**src/rtl/pianissimo_top.sv**
```systemverilog
// Pianissimo piano top: PS/2 receiver and scan-code decoder track eight held keys,
// and a drawing FSM plots a 160x120 keyboard one pixel per clock.
module pianissimo_top (
    input  logic        CLOCK_50,
    output logic [23:0] VGA_COLOR,
    output logic [7:0]  VGA_X,
    output logic [6:0]  VGA_Y,
    output logic        plot,
    input  logic        PS2_CLK,
    input  logic        PS2_DAT,
    input  logic [3:0]  KEY
);
    localparam logic [15:0] TMO_LAST = 16'd49999;

    typedef enum logic [1:0] {ST_FULL = 2'd0, ST_IDLE = 2'd1, ST_KEY = 2'd2} state_t;

    function automatic logic odd_parity_ok(input logic [8:0] bits);
        return ^bits;
    endfunction

    // Returns {hit, key index} for the eight piano scan codes.
    function automatic logic [3:0] key_lookup(input logic [7:0] code);
        case (code)
            8'h1C:   key_lookup = 4'b1000;
            8'h1B:   key_lookup = 4'b1001;
            8'h23:   key_lookup = 4'b1010;
            8'h2B:   key_lookup = 4'b1011;
            8'h34:   key_lookup = 4'b1100;
            8'h33:   key_lookup = 4'b1101;
            8'h3B:   key_lookup = 4'b1110;
            8'h42:   key_lookup = 4'b1111;
            default: key_lookup = 4'b0000;
        endcase
    endfunction

    function automatic logic [2:0] lowest_set(input logic [7:0] m);
        lowest_set = 3'd0;
        for (int i = 7; i >= 0; i--) begin
            if (m[i]) lowest_set = 3'(i);
        end
    endfunction

    function automatic logic [23:0] pixel_color(input logic [6:0] y, input logic [4:0] off,
                                                input logic held);
        if (y < 7'd40 || off == 5'd0) return 24'h000000;
        else if (held)                return 24'h00C0FF;
        else                          return 24'hFFFFFF;
    endfunction

    logic        rst_n;
    logic        unused_keys_s;
    assign rst_n         = KEY[0];
    assign unused_keys_s = ^KEY[3:1];

    logic        clk_s1_q, clk_s2_q, clk_prev_q, dat_s1_q, dat_s2_q;
    logic        fall_s;
    logic [3:0]  bit_cnt_q, bit_cnt_d;
    logic [9:0]  shift_q, shift_d;
    logic [15:0] tmo_q, tmo_d;
    logic [7:0]  byte_q, byte_d;
    logic        byte_vld_q, byte_vld_d;
    logic [10:0] frame_s;
    logic [7:0]  pressed_q, pressed_d;
    logic        brk_q, brk_d, ext_q, ext_d;
    logic [3:0]  lookup_s;

    assign fall_s   = clk_prev_q & ~clk_s2_q;
    assign lookup_s = key_lookup(byte_q);

    // Frame assembly: bits shift in LSB-first; the 11th edge validates and emits the byte.
    always_comb begin
        bit_cnt_d  = bit_cnt_q;
        shift_d    = shift_q;
        tmo_d      = tmo_q;
        byte_d     = byte_q;
        byte_vld_d = 1'b0;
        frame_s    = {dat_s2_q, shift_q};
        if (fall_s) begin
            tmo_d = 16'd0;
            if (bit_cnt_q == 4'd10) begin
                bit_cnt_d = 4'd0;
                if (!frame_s[0] && frame_s[10] && odd_parity_ok(frame_s[9:1])) begin
                    byte_vld_d = 1'b1;
                    byte_d     = frame_s[8:1];
                end else begin
                    byte_vld_d = 1'b0;
                end
            end else begin
                shift_d   = {dat_s2_q, shift_q[9:1]};
                bit_cnt_d = bit_cnt_q + 4'd1;
            end
        end else if (bit_cnt_q != 4'd0) begin
            if (tmo_q == TMO_LAST) begin
                bit_cnt_d = 4'd0;
                tmo_d     = 16'd0;
            end else begin
                tmo_d = tmo_q + 16'd1;
            end
        end else begin
            tmo_d = 16'd0;
        end
    end

    // Scan-code decoder: prefixes arm flags, any other byte consumes them.
    always_comb begin
        pressed_d = pressed_q;
        brk_d     = brk_q;
        ext_d     = ext_q;
        if (byte_vld_q) begin
            case (byte_q)
                8'hF0: brk_d = 1'b1;
                8'hE0: ext_d = 1'b1;
                default: begin
                    if (lookup_s[3] && !ext_q) pressed_d[lookup_s[2:0]] = ~brk_q;
                    else                       pressed_d = pressed_q;
                    brk_d = 1'b0;
                    ext_d = 1'b0;
                end
            endcase
        end else begin
            pressed_d = pressed_q;
        end
    end

    // Synchronisers, receiver and decoder state.
    always_ff @(posedge CLOCK_50 or negedge rst_n) begin
        if (!rst_n) begin
            clk_s1_q   <= 1'b1;
            clk_s2_q   <= 1'b1;
            clk_prev_q <= 1'b1;
            dat_s1_q   <= 1'b1;
            dat_s2_q   <= 1'b1;
            bit_cnt_q  <= 4'd0;
            shift_q    <= 10'd0;
            tmo_q      <= 16'd0;
            byte_q     <= 8'd0;
            byte_vld_q <= 1'b0;
            pressed_q  <= 8'd0;
            brk_q      <= 1'b0;
            ext_q      <= 1'b0;
        end else begin
            clk_s1_q   <= PS2_CLK;
            clk_s2_q   <= clk_s1_q;
            clk_prev_q <= clk_s2_q;
            dat_s1_q   <= PS2_DAT;
            dat_s2_q   <= dat_s1_q;
            bit_cnt_q  <= bit_cnt_d;
            shift_q    <= shift_d;
            tmo_q      <= tmo_d;
            byte_q     <= byte_d;
            byte_vld_q <= byte_vld_d;
            pressed_q  <= pressed_d;
            brk_q      <= brk_d;
            ext_q      <= ext_d;
        end
    end

    state_t      state_q, state_d;
    logic [7:0]  cnt_x_q, cnt_x_d;
    logic [6:0]  cnt_y_q, cnt_y_d;
    logic [4:0]  off_q, off_d;
    logic [2:0]  key_q, key_d;
    logic [7:0]  pending_q, pending_d, pend_clr_s;
    logic [2:0]  sel_s;
    logic [7:0]  sel_x_s;
    logic        plot_q, plot_d;
    logic [7:0]  x_q, x_d;
    logic [6:0]  y_q, y_d;
    logic [23:0] color_q, color_d;
    logic [23:0] pix_color_s;

    assign sel_s       = lowest_set(pending_q);
    assign sel_x_s     = ({5'd0, sel_s} << 4) + ({5'd0, sel_s} << 2);
    assign pix_color_s = pixel_color(cnt_y_q, off_q, pressed_q[key_q]);

    // Drawing sequencer; off_q/key_q track x%20 and x/20 alongside cnt_x_q.
    always_comb begin
        state_d    = state_q;
        cnt_x_d    = cnt_x_q;
        cnt_y_d    = cnt_y_q;
        off_d      = off_q;
        key_d      = key_q;
        pend_clr_s = 8'd0;
        plot_d     = 1'b0;
        x_d        = x_q;
        y_d        = y_q;
        color_d    = color_q;
        case (state_q)
            ST_FULL: begin
                plot_d  = 1'b1;
                x_d     = cnt_x_q;
                y_d     = cnt_y_q;
                color_d = pix_color_s;
                if (cnt_x_q == 8'd159) begin
                    cnt_x_d = 8'd0;
                    off_d   = 5'd0;
                    key_d   = 3'd0;
                    if (cnt_y_q == 7'd119) begin
                        cnt_y_d = 7'd0;
                        state_d = ST_IDLE;
                    end else begin
                        cnt_y_d = cnt_y_q + 7'd1;
                    end
                end else begin
                    cnt_x_d = cnt_x_q + 8'd1;
                    if (off_q == 5'd19) begin
                        off_d = 5'd0;
                        key_d = key_q + 3'd1;
                    end else begin
                        off_d = off_q + 5'd1;
                    end
                end
            end
            ST_IDLE: begin
                if (pending_q != 8'd0) begin
                    pend_clr_s[sel_s] = 1'b1;
                    key_d   = sel_s;
                    cnt_x_d = sel_x_s;
                    cnt_y_d = 7'd40;
                    off_d   = 5'd0;
                    state_d = ST_KEY;
                end else begin
                    state_d = ST_IDLE;
                end
            end
            ST_KEY: begin
                plot_d  = 1'b1;
                x_d     = cnt_x_q;
                y_d     = cnt_y_q;
                color_d = pix_color_s;
                if (off_q == 5'd19) begin
                    cnt_x_d = cnt_x_q - 8'd19;
                    off_d   = 5'd0;
                    if (cnt_y_q == 7'd119) state_d = ST_IDLE;
                    else                   cnt_y_d = cnt_y_q + 7'd1;
                end else begin
                    cnt_x_d = cnt_x_q + 8'd1;
                    off_d   = off_q + 5'd1;
                end
            end
            default: state_d = ST_FULL;
        endcase
        // A key change in the same cycle as its selection keeps it pending.
        pending_d = (pending_q & ~pend_clr_s) | (pressed_d ^ pressed_q);
    end

    // Drawing state and registered pixel outputs.
    always_ff @(posedge CLOCK_50 or negedge rst_n) begin
        if (!rst_n) begin
            state_q   <= ST_FULL;
            cnt_x_q   <= 8'd0;
            cnt_y_q   <= 7'd0;
            off_q     <= 5'd0;
            key_q     <= 3'd0;
            pending_q <= 8'd0;
            plot_q    <= 1'b0;
            x_q       <= 8'd0;
            y_q       <= 7'd0;
            color_q   <= 24'd0;
        end else begin
            state_q   <= state_d;
            cnt_x_q   <= cnt_x_d;
            cnt_y_q   <= cnt_y_d;
            off_q     <= off_d;
            key_q     <= key_d;
            pending_q <= pending_d;
            plot_q    <= plot_d;
            x_q       <= x_d;
            y_q       <= y_d;
            color_q   <= color_d;
        end
    end

    assign plot      = plot_q;
    assign VGA_X     = x_q;
    assign VGA_Y     = y_q;
    assign VGA_COLOR = color_q;
endmodule

```
**config.mk**
```make
export PLATFORM = sky130hd
export DESIGN_NAME = pianissimo_top
export DESIGN_NICKNAME = d
export VERILOG_FILES = /design/src/rtl/pianissimo_top.sv
export SDC_FILE = /design/constraint.sdc
export NUM_CORES = 1
export LEC_CHECK = 0
export ABC_AREA = 1
export ABC_CLOCK_PERIOD_IN_PS = 5290
export BUFFER_PORTS_ARGS = -buffer_cell sky130_fd_sc_hd__buf_2
export CORE_MARGIN = 2
export CORE_UTILIZATION = 55
export DETAILED_ROUTE_END_ITERATION = 8
export PLACE_DENSITY = 0.79
export SYNTH_ARGS = -nofsm -noshare
export SYNTH_HDL_FRONTEND = slang
export SYNTH_SLANG_ARGS = --single-unit
```
**constraint.sdc**
```tcl
create_clock -name CLOCK_50 -period 5.29 [get_ports CLOCK_50]
set_input_delay 0.529 -clock CLOCK_50 [delete_from_list [all_inputs] [get_ports CLOCK_50]]
set_output_delay 0.529 -clock CLOCK_50 [all_outputs]
set_load 0.005 [all_outputs]
```
======== Yosys cells after proc, flatten, opt, wreduce, memory -nomap -nowiden ========
Index checks and enable logic that the tools add are counted.
W data, S select, Z words.
storage, ports and cells
  flip-flop bits (word level) ............. 127
  logic and storage cells ................. 156
  output and inout port bits .............. 40
  bits of input ports ..................... 7
operators by class
  bitwise operators ....................... 10
  muxes and demuxes ....................... 59
  $lt $le $gt $ge ......................... 6
  reductions and logical operators ........ 28
  add/subtract/negate cells ............... 8
  equal/unequal tests ..................... 22
operator list
  kind                     count
  $mux W8                  8
  $mux W16                 3
  $mux W24                 2
  $eq A8 B6 Y1 const B     5
  $mux W7                  5
  $mux W3                  11
  $pmux W4 S8              1
  $eq A8 B8 Y1 const B     3
  $pmux W8 S3              1
  $pmux W7 S3              1
  $add A16 B1 Y16 const B  1
  $eq A16 B16 Y1 const B   1
  $eq A8 B5 Y1 const B     2
  $mux W4                  4
  $mux W5                  3
  $pmux W5 S3              1
  $lt A3 B4 Y1 const B     3
  $reduce_and A2 Y1        6
  $reduce_xor A9 Y1        1
  $add A7 B5 Y8            1
  $add A8 B1 Y8 const B    1
  $and A8 B8 Y8            1
  $bwmux W8                1
  $eq A8 B7 Y1 const B     1
  other kinds (38)         66

======== Depth between registers and ports, before layout ========
  word-level depth ........................ 17
  gate-level depth with buffers ........... 14
  depth with buffers taken out ............ 14

======== Worst setup path before layout ========
OpenSTA, ideal clock, no wires.
  kind .................................... register -> register
  start point ............................. register pending_q[7]
  end point ............................... register cnt_x_q[6]
  setup slack ............................. 3451 ps
  cell stages (with the launch flop) ...... 14
  path buffers ............................ 0
  required time ........................... 5173 ps
  library setup time ...................... 117 ps
  arrival ................................. 1722 ps
  cell sequence ........................... dfrtp_1 -> a21oi_1 -> o21ai_0 -> nand2_1 -> nand2_1 -> nand2_1 -> inv_1 -> ha_1 -> ha_1 -> or2_2 -> nand3_1 -> nand3_1 -> nor2_1 -> nor2_1
between the ends
  word-level cells in the longest chain between the ends .. 11
  elaborated cells on any way between the ends .. 14
  those cells by class .................... add/sub: 1; eq/ne: 1; mux: 10; reduce/logical: 2
ends and longest elaborated chain
  what                    line  RTL
  start, declared         163   logic [7:0] pending_q, pending_d, pend_clr_s;
  start signal, assigned  266   pending_q <= pending_d;
  $mux W3 (8 in series)   39    if (m[i]) lowest_set = 3'(i);
  $add A7 B5 Y8           173   assign sel_x_s = ({5'd0, sel_s} << 4) + ({5'd0, sel_s} << 2);
  $mux W8                 215   if (pending_q != 8'd0) begin
  $pmux W8 S3             188   case (state_q)
  end signal, assigned    262   cnt_x_q <= cnt_x_d;
  end, declared           159   logic [7:0] cnt_x_q, cnt_x_d;
Several ways; a longest one is shown, not always the timed one. The select of a mux whose other input is x is not followed.
A chain may end at the register's enable or synchronous reset.

======== Worst setup path in the final report ========
  start point ............................. register pending_q[0]
  end point ............................... register off_q[4]
between the ends
  word-level cells in the longest chain between the ends .. 3
ends and longest elaborated chain
  what                         line  RTL
  $reduce_bool A8 Y1           215
  $ne A2 B2 Y1 (no line)       n/a
  $reduce_and A2 Y1 (no line)  n/a
  end signal, assigned         253   off_q <= 5'd0;
  end signal, assigned         264   off_q <= off_d;
  end, declared                161   logic [4:0] off_q, off_d;
Every way passes these cells.

==> impl_metrics.toml <==
[yosys]
ys_async_sr_fraction_pct = 100.0
syn-num-nets = 780
ys_warn_count = 0
synth_edf_count = 0
synthFlopType = "dfrtp_1"
synth_seq_cells = 105
syn_avg_cell_area_um2 = 7.854
synth_area_um2 = 5953
yosysUniqueCellTypes = 43
syn-instance-count = 758
yosysSeqAreaShare_pct = 44.24

[clocking]
clk_pin_slew_ns = 0.10
cts_tree = "built"
clkLatencyLatePin_ns = 0.38
clk_path_buf_depth = 2
cts-root-buf = "clkbuf_8"
hold_buffers = 0
h-tree-depth = 3
cts_setup_buffers = 0
cts.sinks = 105
numCtsBuffers = 9
cts_resized = 0

[sta]
slew_headroom_pct = 49.33
post-route-period-util_pct = 43.26
worstMarginPinSlew_ns = 0.7601
setup_viol = 0
skew_ns = 0.01018
rsz0062_at_grt = "false"
hold_ws_ns = 0.1304
finalHoldViolations = 0
tns_ns = 0
fin_ws_ns = 3.002
fmax_mhz = 437.0
min_period_ns = 2.288
finalMaxSlewViolations = 0

[worst_setup_path]
end_kind = "flip-flop"
cpMostUsedCell = "nand2_1"
slowest_stage = "dfrtp_1"
crit_chain = "inv_1, nand4_1, nor2_1, nand2_1, nand2_1, inv_1, nand2_1, o21ai_0, a21oi_1"
required_ns = 5.60
path_max_fanout = 16
slowest_delay_ns = 0.40
start_kind = "flip-flop"
path_class = "flip-flop to flip-flop"
arrival_ns = 2.60

[global_route]
antenna_found_initial = 0
grt_pass1_vias = 4782
grt_overflow = 0
grt_max_degree = 63
grt_pass1_wl_mm = 20.83
grt_usage_pct = 22.27

[die]
die_w_um = 108.0
dieArea_um2 = 11670
ios = 47
row_count = 37
core-area_um2 = 10420
start_util_pct = 57.15
die_h_um = 108.0

[run]
cap_violations = 0

[place]
dp_hpwl_mm = 8.876
pre_cts_ws_ns = 3.056
dp.cells = 902
gp_congestion = 0.9055
io_buffers = 43

[layout]
area_delta_synth_final_pct = 6.095
ff_latch_area_um2 = 2634
mostFrequentLayoutCells = "nand2_1, dfrtp_1, inv_1, o21ai_0, nor2_1"
multi_input_area_um2 = 2704
nFillCells = 928
final_common_cell = "nand2_1"
final_cells = 918
nets = 799
diodes = 0
drive_gt1_share_pct = 12.66

[route]
ant_nets = 0
wl_met1_mm = 5.571
wl_mm = 12.06
wl_met3_um = 621
vias = 4999
route.met2.wl_mm = 5.685
wl_per_cell_um = 13.14
drt_iter0_drc = 228
drcViolationCount = 0
highest_layer = "met4"
firstDrtPassIters = 5
viasPerCell = 5.446

[run_status]
status = "finished clean"

[power_and_ir_drop]
p_leak_nw = 3.147
peakVddDrop_mv = 0.2707
p_per_area_nw_per_um2 = 269.9

[hold_path]
hold_path_class = "input pin to async pin"
-- registers in the layout, indices dropped and copies added, names as in the netlist, 2 cells and up --
register   flops
VGA_X          8
shift_q       10
byte_q         8
state_q        2
tmo_q         16
VGA_Y          7
pressed_q      8
VGA_COLOR      2
key_q          3
off_q          5
cnt_x_q        8
cnt_y_q        7
bit_cnt_q      4
pending_q      8
-- area by class of cell --
type,instances,share of cell area (%)
clock buffers,14,2.892
repair buffers,45,3.685
multi-input cells,514,42.81
inverters,102,6.062
flip-flops and latches,105,41.70
well taps,136,2.694
clock inverters,2,0.1585
-- cells by family after synthesis --
logic type | after synthesis | synth area share (%)
adders and majority gates | 15 | 3.153
xor gates and xnor gates | 20 | 2.942
AOI/OAI and AO/OA | 135 | 12.25
DFF | 105 | 44.24
buffers and inverters | 139 | 10.38
and+or+nand+nor | 344 | 27.03
-- where the power goes --
group          internal (mW)  leakage (nW)  switching (mW)
registers              0.864          1.38          0.0606
clock network          0.222         0.102           0.262
logic                  0.100          1.67           0.196
total                   1.19          3.15           0.519
-- critical path, delay by kind of cell, from the launching register on --
family | cells | cell delay, ns
AND/OR/NAND/NOR | 5 | 1.12
buffers and inverters | 2 | 0.49
flip-flops | 1 | 0.40
AO/OA/AOI/OAI | 2 | 0.20
-- stage by stage --
stage / utilization (%) / power, mW / instance area, µm²
6_report: 60.64 / 1.705 / 6316
5_1_grt: 60.64 / 1.809 / 6316
4_1_cts: 60.64 / 1.721 / 6316
3_5_place_dp: 58.79 / 1.237 / 6123
3_3_place_gp: 58.79 / 1.219 / 6123
2_1_floorplan: - / 1.162 / 5953
-- layer usage --
layer	GRT usage, %	up-vias
li1	-	2500
met1	29.67	2348
met2	36.88	135
met3	3.556	16
met4	8.242	0
met5	0	-
-- worst paths after layout --
kind | cells after the start | from | slack [ns] | endpoint
max | 9 | pending_q[0]$_DFF_PN0_ | 3.00 | off_q[4]$_DFFE_PN0P_
min reg2reg | 0 | dat_s1_q$_DFF_PN1_ | 0.36 | dat_s2_q$_DFF_PN1_
min | 1 | KEY[0] | 0.13 | cnt_x_q[5]$_DFFE_PN0P_
max in group asynchronous | 2 | KEY[0] | 3.98 | bit_cnt_q[3]$_DFFE_PN0P_
max reg2reg | 9 | pending_q[0]$_DFF_PN0_ | 3.00 | off_q[4]$_DFFE_PN0P_
min in group CLOCK_50 | 1 | PS2_CLK | 0.25 | clk_s1_q$_DFF_PN1_
-- synthesized netlist by cell type (3+ instances only) --
cell      instances  area (µm²)
inv_2             4       15.01
xnor2_1           7       61.31
a21oi_1          31       155.2
nand3_1          52       260.3
nor3_1           13       65.06
buf_4            23       172.7
nor4_1            3       18.77
a31oi_1           5       31.28
dfstp_2           5       131.4
o211ai_1          3       22.52
nor2_2            4       25.02
ha_1             15       187.7
nand2_4           4       45.04
dfrtp_1         100        2502
nand2_1         150       563.0
xor2_1           13       113.9
o21ai_0          79       395.4
nor2_4            3       33.78
nand4_1          28       175.2
inv_1            98       367.9
nor2_1           66       247.7
a22oi_1           3       22.52
clkbuf_1         11       41.29
o31ai_1           3       22.52
nand2_2          11       68.82
Note: power is estimated with default switching activity, not from simulation.
